===== config.mk =====
export PLATFORM = sky130hd
export DESIGN_NAME = reg_bank_loader
export DESIGN_NICKNAME = d
export VERILOG_FILES = /design/src/rtl/reg_bank_loader_pkg.sv /design/src/rtl/reg_bank_loader_nibble_fifo.sv /design/src/rtl/reg_bank_loader.sv
export SDC_FILE = /design/constraint.sdc
export NUM_CORES = 1
export LEC_CHECK = 0
export ABC_AREA = 1
export BUFFER_PORTS_ARGS = -buffer_cell sky130_fd_sc_hd__buf_2
export CORE_MARGIN = 8
export CORE_UTILIZATION = 51
export DETAILED_ROUTE_END_ITERATION = 8
export PLACE_DENSITY = 0.79
export REMOVE_ABC_BUFFERS = 1
export SYNTH_ARGS = -nofsm -noshare
export SYNTH_HDL_FRONTEND = slang
export SYNTH_SLANG_ARGS = --single-unit

===== constraint.sdc =====
create_clock -name CP -period 1.95 [get_ports CP]
set_input_delay 0.195 -clock CP [delete_from_list [all_inputs] [get_ports CP]]
set_output_delay 0.195 -clock CP [all_outputs]
set_load 0.005 [all_outputs]

===== src/rtl/reg_bank_loader_pkg.sv =====
// Shared types and constants for the 74HCT173 bank write sequencer.
package reg_bank_pkg;

   localparam int NIBBLE_W   = 4;
   localparam int CLR_CYCLES = 2;

   localparam logic [1:0] EN_LOAD = 2'b00;
   localparam logic [1:0] EN_HOLD = 2'b11;

   typedef enum logic [2:0] {
      ST_IDLE  = 3'd0,
      ST_SETUP = 3'd1,
      ST_LOAD  = 3'd2,
      ST_HOLD  = 3'd3,
      ST_CLR   = 3'd4
   } state_t;

endpackage


===== src/rtl/reg_bank_loader_nibble_fifo.sv =====
// Synchronous FIFO of {addr, data} write entries; full/empty derive from the registered count.
module nibble_fifo #(
   parameter int W     = 6,
   parameter int DEPTH = 4
) (
   input  logic                     CP,
   input  logic                     MR,
   input  logic                     push,
   input  logic                     pop,
   input  logic [W-1:0]             din,
   output logic [W-1:0]             dout,
   output logic                     full,
   output logic                     empty,
   output logic [$clog2(DEPTH):0]   count
);

   localparam int PW = $clog2(DEPTH);

   logic [W-1:0]  mem [DEPTH];
   logic [PW-1:0] wptr;
   logic [PW-1:0] rptr;
   logic          do_push;
   logic          do_pop;

   assign full    = (count == (PW+1)'(DEPTH));
   assign empty   = (count == '0);
   assign do_push = push && !full;
   assign do_pop  = pop && !empty;
   assign dout    = mem[rptr];

   always_ff @(posedge CP) begin
      if (do_push) begin
         mem[wptr] <= din;
      end
   end

   always_ff @(posedge CP) begin
      if (MR) begin
         wptr  <= '0;
         rptr  <= '0;
         count <= '0;
      end else begin
         if (do_push) begin
            wptr <= wptr + 1'b1;
         end
         if (do_pop) begin
            rptr <= rptr + 1'b1;
         end
         case ({do_push, do_pop})
            2'b10:   count <= count + 1'b1;
            2'b01:   count <= count - 1'b1;
            default: count <= count;
         endcase
      end
   end

endmodule


===== src/rtl/reg_bank_loader.sv =====
// Replays buffered nibble writes onto a 74HCT173 bank with setup/load/hold framing,
// and sequences a bank-wide clear on request.
//
//   state | meaning
//   IDLE  | waiting; clear has priority, else pop FIFO head and latch addr/data
//   SETUP | D driven with latched data, all enables high
//   LOAD  | enable pair of latched register low for this cycle only
//   HOLD  | D still held, enables high, done (and err if addr out of range)
//   CLR   | bank_mr high for CLR_CYCLES cycles, done in the last one
module reg_bank_loader
   import reg_bank_pkg::*;
#(
   parameter  int NREG  = 4,
   parameter  int DEPTH = 4,
   localparam int AW    = $clog2(NREG)
) (
   input  logic                  CP,
   input  logic                  MR,
   input  logic                  wr_valid,
   output logic                  wr_ready,
   input  logic [AW-1:0]         wr_addr,
   input  logic [NIBBLE_W-1:0]   wr_data,
   input  logic                  clr_req,
   output logic [NIBBLE_W-1:0]   D,
   output logic [2*NREG-1:0]     E_n,
   output logic                  bank_mr,
   output logic                  busy,
   output logic                  done,
   output logic                  err
);

   localparam int FW  = AW + NIBBLE_W;
   localparam int CCW = $clog2(CLR_CYCLES + 1);
   localparam logic [AW:0]       NREG_V   = (AW+1)'(NREG);
   localparam logic [2*NREG-1:0] EN_IDLE  = {NREG{EN_HOLD}};

   state_t                 state;
   logic [AW-1:0]          lat_addr;
   logic                   clr_pend;
   logic [CCW-1:0]         clr_cnt;

   logic [FW-1:0]          fifo_dout;
   logic                   fifo_full;
   logic                   fifo_empty;
   logic [$clog2(DEPTH):0] fifo_count;
   logic                   push;
   logic                   pop;
   logic                   addr_ok;
   logic [2*NREG-1:0]      en_load;

   assign wr_ready = !fifo_full;
   assign push     = wr_valid && !fifo_full;
   assign pop      = (state == ST_IDLE) && !clr_pend && !fifo_empty;
   assign addr_ok  = ({1'b0, lat_addr} < NREG_V);
   assign busy     = (state != ST_IDLE) || (fifo_count != '0) || clr_pend;

   nibble_fifo #(
      .W     (FW),
      .DEPTH (DEPTH)
   ) u_fifo (
      .CP    (CP),
      .MR    (MR),
      .push  (push),
      .pop   (pop),
      .din   ({wr_addr, wr_data}),
      .dout  (fifo_dout),
      .full  (fifo_full),
      .empty (fifo_empty),
      .count (fifo_count)
   );

   // Out-of-range addresses match no pair, so the bank never sees a load for them.
   always_comb begin
      en_load = EN_IDLE;
      for (int i = 0; i < NREG; i++) begin
         if (addr_ok && (lat_addr == AW'(i))) begin
            en_load[2*i +: 2] = EN_LOAD;
         end
      end
   end

   always_ff @(posedge CP) begin
      if (MR) begin
         state    <= ST_IDLE;
         lat_addr <= '0;
         clr_pend <= 1'b0;
         clr_cnt  <= '0;
         D        <= '0;
         E_n      <= EN_IDLE;
         bank_mr  <= 1'b1;
         done     <= 1'b0;
         err      <= 1'b0;
      end else begin
         E_n     <= EN_IDLE;
         bank_mr <= 1'b0;
         done    <= 1'b0;
         err     <= 1'b0;
         if (clr_req) begin
            clr_pend <= 1'b1;
         end
         case (state)
            ST_IDLE: begin
               // Entering CLR wins over a coincident clr_req: that pulse is absorbed.
               if (clr_pend) begin
                  state    <= ST_CLR;
                  clr_pend <= 1'b0;
                  bank_mr  <= 1'b1;
                  clr_cnt  <= CCW'(CLR_CYCLES - 1);
               end else if (!fifo_empty) begin
                  {lat_addr, D} <= fifo_dout;
                  state         <= ST_SETUP;
               end
            end
            ST_SETUP: begin
               E_n   <= en_load;
               state <= ST_LOAD;
            end
            ST_LOAD: begin
               done  <= 1'b1;
               err   <= !addr_ok;
               state <= ST_HOLD;
            end
            ST_HOLD: begin
               state <= ST_IDLE;
            end
            ST_CLR: begin
               if (clr_cnt == '0) begin
                  state <= ST_IDLE;
               end else begin
                  bank_mr <= 1'b1;
                  clr_cnt <= clr_cnt - 1'b1;
                  if (clr_cnt == CCW'(1)) begin
                     done <= 1'b1;
                  end
               end
            end
            default: begin
               state <= ST_IDLE;
            end
         endcase
      end
   end

endmodule

**After elaboration in Yosys (flattened, before gate mapping)**

Memory sizes are Yosys's and may differ from the RTL's. A register that Yosys moved wholly into a read port is not among the register bits.
Index checks and enable logic that the tools add are counted.
W data, S select, Z words.

- Memories: 1
- Flip-flop bits (word level): 23
- RAM bits: 24
- Logic and storage cells: 77

- Add/sub/neg operators: 5
- Bitwise logic cells: 3
- Reduce and logical (&&, ||, !) cells: 22
- Multiplexer cells: 23
- Eq/ne operators: 14

Memories:

| name | words | bits a word | read ports | clocked after memory_dff | wr ports | RTL line | text |
|---|---|---|---|---|---|---|---|
| u_fifo.mem | 4 | 6 | 1 | 1 | 1 | reg_bank_loader_nibble_fifo.sv:19 | `logic [W-1:0] mem [DEPTH];` |

Operators with widths:

| cell | count |
|---|---|
| $mux W2 | 6 |
| $pmux W3 S4 | 1 |
| $mux W1 | 9 |
| $mux W3 | 3 |
| $eq A2 B1 Y1 const B | 3 |
| $eq A2 B2 Y1 const B | 3 |
| $eq A3 B3 Y1 const B | 2 |
| $logic_not A3 Y1 | 2 |
| $ne A2 B2 Y1 const B | 3 |
| $pmux W3 S2 | 1 |
| $reduce_and A3 Y1 | 2 |
| $reduce_bool A3 Y1 | 2 |
| $logic_and A1 B1 Y1 | 5 |
| $add A2 B1 Y2 const B | 2 |
| $logic_not A2 Y1 | 2 |
| $pmux W1 S2 | 2 |
| $pmux W2 S2 | 1 |
| $reduce_bool A2 Y1 | 2 |
| $add A3 B1 Y3 const B | 1 |
| $eq A3 B1 Y1 const B | 1 |
| $eq A3 B2 Y1 const B | 1 |
| $logic_not A1 Y1 | 3 |
| $ne A3 B3 Y1 const B | 1 |
| $not A1 Y1 | 3 |
| other kinds (5) | 6 |

**Longest topological paths before layout**

- Word-level depth: 6
- Depth in mapped cells: 10

**Modules after synthesis**

A second synthesis with hierarchy kept.

- Cell total of the unflattened synthesis: 239
- Area total of the unflattened synthesis: 2204.6 µm²

Modules (own cells, without submodules):

| module | seq. area each (µm²) | times used | cells an instance | area each (µm²) |
|---|---|---|---|---|
| nibble_fifo | 900.9 | 1 | 128 | 1398.8 |
| reg_bank_loader | 360.3 | 1 | 111 | 805.8 |

**Least setup slack after synthesis**

No wires, ideal clock.

- Path kind: register -> register
- Start point: register u_fifo.count[0]
- End point: register u_fifo.count[2]
- Setup slack: 0.086 ns
- Arrival time: 1.748 ns
- Setup time: 0.115 ns
- Stages on the path, launching flop included: 10
- Path buffers: 0
- Required time: 1.835 ns
- Clock period less this slack: 1.864 ns
- Cell sequence: dfxtp_1 -> nor2_4 -> nand2_2 -> nand3_4 -> inv_1 -> ha_1 -> fa_1 -> or2_2 -> a31oi_1 -> nor2_1

- Longest elaborated chain between the ends: 6
- Elaborated cells between the ends (all ways): 14
- Those cells by class: add/sub (2); eq/ne (3); mux (1); reduce/logical (8)

RTL lines:

| item | RTL line | text |
|---|---|---|
| start: declaration | reg_bank_loader_nibble_fifo.sv:14 | `output logic [$clog2(DEPTH):0] count` |
| start signal: assignment | reg_bank_loader_nibble_fifo.sv:50 | `2'b10: count <= count + 1'b1;` |
| start signal: assignment | reg_bank_loader_nibble_fifo.sv:51 | `2'b01: count <= count - 1'b1;` |
| start signal: assignment | reg_bank_loader_nibble_fifo.sv:52 | `default: count <= count;` |
| $logic_not A3 Y1 (*) | reg_bank_loader_nibble_fifo.sv:26 | `assign empty = (count == '0);` |
| $logic_not A1 Y1 (*) | reg_bank_loader_nibble_fifo.sv:28, reg_bank_loader.sv:53 |  |
| $logic_and A1 B1 Y1 | reg_bank_loader.sv:53 | `assign pop = (state == ST_IDLE) && !clr_pend && !fifo_empty;` |
| $logic_and A1 B1 Y1 (*) | reg_bank_loader_nibble_fifo.sv:28 | `assign do_pop = pop && !empty;` |
| via u_fifo.do_pop | reg_bank_loader_nibble_fifo.sv:23 | `logic do_pop;` |
| $eq A2 B1 Y1 or $eq A2 B2 Y1 (tied branches) | reg_bank_loader_nibble_fifo.sv:49 | `case ({do_push, do_pop})` |
| $pmux W3 S2 or $reduce_bool A2 Y1 (tied branches) | n/a |  |

The timed path passes the listed nets; every way through them passes the cells marked *.
A chain may end at the register's enable or synchronous reset.

**Worst setup path after layout**

Same ends and word-level chain as after synthesis.

==> flow_metrics.env <==
export IMPL_arrival_ps=2070
export IMPL_slowest_stage="fa_1"
export IMPL_cts_tree="done"
export IMPL_seq_area_frac_synth=0.5416
export IMPL_via_count=1610
export IMPL_core_mm2=0.004294
export IMPL_cts_setup_buffers=0
export IMPL_drv_cap=0
export IMPL_die_x_um=82.49
export IMPL_synth_cell_types=25
export IMPL_synthTopCellsByArea="edfxtp_1, dfxtp_1, nand2_1"
export IMPL_maxSlewViolCount=0
export IMPL_holdCritPathClass="in2reg"
export IMPL_cp_end_kind="register"
export IMPL_dr_pass1_iters=4
export IMPL_cts_max_level=2
export IMPL_viasPerCell=4.721
export IMPL_io_pins=27
export IMPL_status="completed"
export IMPL_worst_setup_path_type="reg2reg"
export IMPL_area_growth_pct=11.60
export IMPL_switchingPower_uw=1210
export IMPL_die_area_mm2=0.006805
export IMPL_whs_path_depth=1
export IMPL_seqPwrFrac=0.421
export IMPL_antennaDiodeCount=0
export IMPL_max_slew_margin_rel=0.6609
export IMPL_cp_num_buf_inv=1
export IMPL_fin_hold_ws_ps=101.9
export IMPL_cp_num_cells=9
export IMPL_grt_max_degree=18
export IMPL_wl_um=3887
export IMPL_power_leakage_uw=0.001214
export IMPL_synth_xor_area_frac=0.003885
export IMPL_cts_buffers=5
export IMPL_ant_nets=0
export IMPL_cts_root_buffer_cell="clkbuf_8"
export IMPL_clock_sinks=49
export IMPL_track_usage=0.1257
export IMPL_nets=306
export IMPL_pwr_share_comb=0.366
export IMPL_fin_cells=341
export IMPL_synth_seq_cells=49
export IMPL_critPathLaunchType="register"
export IMPL_rsz0062_at_grt="false"
export IMPL_cts_hold_buf=0
export IMPL_path_clk_slew_ps=90
export IMPL_reg2reg_depth=9
export IMPL_timing_fmax_mhz=536.2
export IMPL_cts_resized_gates=0
export IMPL_final_layout_size_suffix_gt1_frac=0.1730
export IMPL_place_hpwl_um=2797
export IMPL_rows=24
export IMPL_setup_tns_ps=0
export IMPL_peakVddDrop_mv=0.6530
export IMPL_drc=0
export IMPL_port_buffers=25
export IMPL_path_cells="nor2_4, nand2_2, nand3_4, inv_1, ha_2, fa_1, or2_2, a31oi_1, nor2_1"
export IMPL_synth_top_family_by_area="simple AND/OR/NAND/NOR gates"
export IMPL_finalSetupViolCount=0
export IMPL_dpl_cell_area_mm2=0.002402
export IMPL_die_y_um=82.49
export IMPL_clkPwrFrac=0.213
export IMPL_final_core_util=0.5860
export IMPL_worstMarginPinSlew_ps=508.0
export IMPL_skew_ps=5.412
export IMPL_syn_inst=260
export IMPL_first_iter_violations=77
export IMPL_placed_cells=333
export IMPL_internal_power_uw=2126
export IMPL_grt_pass1_vias=1511
export IMPL_n_fill_cell=373
export IMPL_powerDensity_mw_per_mm2=1326
export IMPL_path_max_fanout=3
export IMPL_clock_path_buffers=2
export IMPL_synth_area_per_cell_um2=8.672
export IMPL_p_sw_frac=0.3628
export IMPL_yosysTopAreaCell="edfxtp_1"
export IMPL_grt_overflow=0
export IMPL_grt_pass1_wl_um=6499
export IMPL_start_util=0.5251
export IMPL_critPathTopFamily="simple AND/OR/NAND/NOR gates"
export IMPL_synthAdderAreaFrac=0.04772
export IMPL_grt_antenna_before_repair=0
export IMPL_syn_area_mm2=0.002255
export IMPL_post_route_period_util=0.9564
export IMPL_yosys_warnings=0
export IMPL_regToRegSetupSlack_ps=80
export IMPL_synth_compound_area_share=0.02053
export IMPL_max_stage_delay_ps=370
export IMPL_synth_simple_area_share=0.2542
export IMPL_clk_latency_ps=300
export IMPL_muxShareOfSynthArea=0
export IMPL_period_minus_slack_ps=1865
export IMPL_synth_top_area_share=0.3196
export IMPL_fin_area_mm2=0.002516
export IMPL_place_congestion=0.7814
export IMPL_critPathRequiredTime_ps=2150
export IMPL_hold_viol_final=0
export IMPL_wl_per_cell_um=11.40
==> metal layers <==
metal / track usage / vias to the layer above / share of wire
li1: - / 848 / -
met5: 0 / - / 0
met1: 0.1323 / 726 / 0.43
met2: 0.2138 / 29 / 0.47
met3: 0.03788 / 7 / 0.068
met4: 0.08276 / 0 / 0.023
==> cell usage after synthesis <==
cell type and n:
clkbuf_8 1, dfxtp_1 25, o21ai_0 3, nor2_4 3, fa_1 1, buf_2 2, nand2_2 2, conb_1 1
or2_2 1, buf_4 6, xor2_1 1, nand2_1 63, a21oi_1 3, buf_6 3, inv_1 50, edfxtp_1 24
nand3_4 1, inv_2 1, ha_1 7, a31oi_1 1, nand4_1 4, nor2_1 33, nand3_1 22, nand3b_1 1
o211a_1 1
==> final cells by class <==
type / count / area [um2] / share of cell area
Timing Repair Buffer: 33 / 185.2 / 0.07360
Multi-Input combinational cell: 148 / 742.0 / 0.2949
Clock inverter: 3 / 41.29 / 0.01641
Inverter: 51 / 191.4 / 0.07608
Clock buffer: 5 / 68.82 / 0.02735
Tap cell: 52 / 65.06 / 0.02586
Sequential cell: 49 / 1222 / 0.4858
==> state kept, by name, indices dropped and copies added (netlist names) <==
register,flops
bank_mr,1
clr_cnt,2
u_fifo.wptr,2
u_fifo.mem,24
D,4
u_fifo.rptr,2
E_n,4
state,3
done,1
lat_addr,2
u_fifo.count,3
clr_pend,1
==> path summary, 6_finish.rpt <==
path	start	to
hold / removal	wr_data[2]	u_fifo.mem[0][2]
setup / recovery	u_fifo.count[0]	u_fifo.count[2]
setup reg to reg	u_fifo.count[0]	u_fifo.count[2]
hold reg to reg	lat_addr[1]	E_n[5]
==> per-stage QoR <==
stage	worst slack, ps	power, uW
final	84.95	3336
after global routing	0.6792	3603
after CTS	26.55	3347
after detailed placement	28.49	2638
after global placement	96.06	2600
after floorplan	30.97	2264
==> cells in the final DEF (no fill, tap or decap) <==
| cell type | n |
|---|---|
| nand3b_1 | 1 |
| o21ai_0 | 3 |
| o211a_1 | 1 |
| nand2_1 | 63 |
| buf_2 | 25 |
| a31oi_1 | 1 |
| a21oi_1 | 3 |
| edfxtp_1 | 24 |
| buf_4 | 8 |
| inv_1 | 50 |
| nor2_1 | 33 |
| nand2_2 | 2 |
| bufinv_16 | 1 |
| nand4_1 | 4 |
| ha_2 | 1 |
| dfxtp_1 | 24 |
| conb_1 | 1 |
| clkinv_1 | 1 |
| or2_2 | 1 |
| clkinvlp_4 | 1 |
| nand3_4 | 1 |
| dfxtp_2 | 1 |
| xor2_1 | 1 |
| clkbuf_8 | 5 |
| nand3_1 | 22 |
| ha_1 | 6 |
| nor2_4 | 3 |
| inv_2 | 1 |
| fa_1 | 1 |
==> power groups by stage <==
stage / Clock [uW] / Sequential (uW) / Combinational, uW
after floorplan: 0 / 1450 / 813
after global placement: 0 / 1420 / 1180
after detailed placement: 0 / 1430 / 1210
after CTS: 721 / 1410 / 1220
after global routing: 761 / 1440 / 1410
final: 709 / 1410 / 1220
==> logic make-up after synthesis <==
family                   after synthesis
AO/OA/AOI/OAI                          8
XOR/XNOR                               1
adder cells (fa/ha/maj)                8
buffers and inverters                 63
flip-flops                            49
other                                  1
AND/OR/NAND/NOR                      130
No activity file was read; power rests on OpenSTA's default activity.
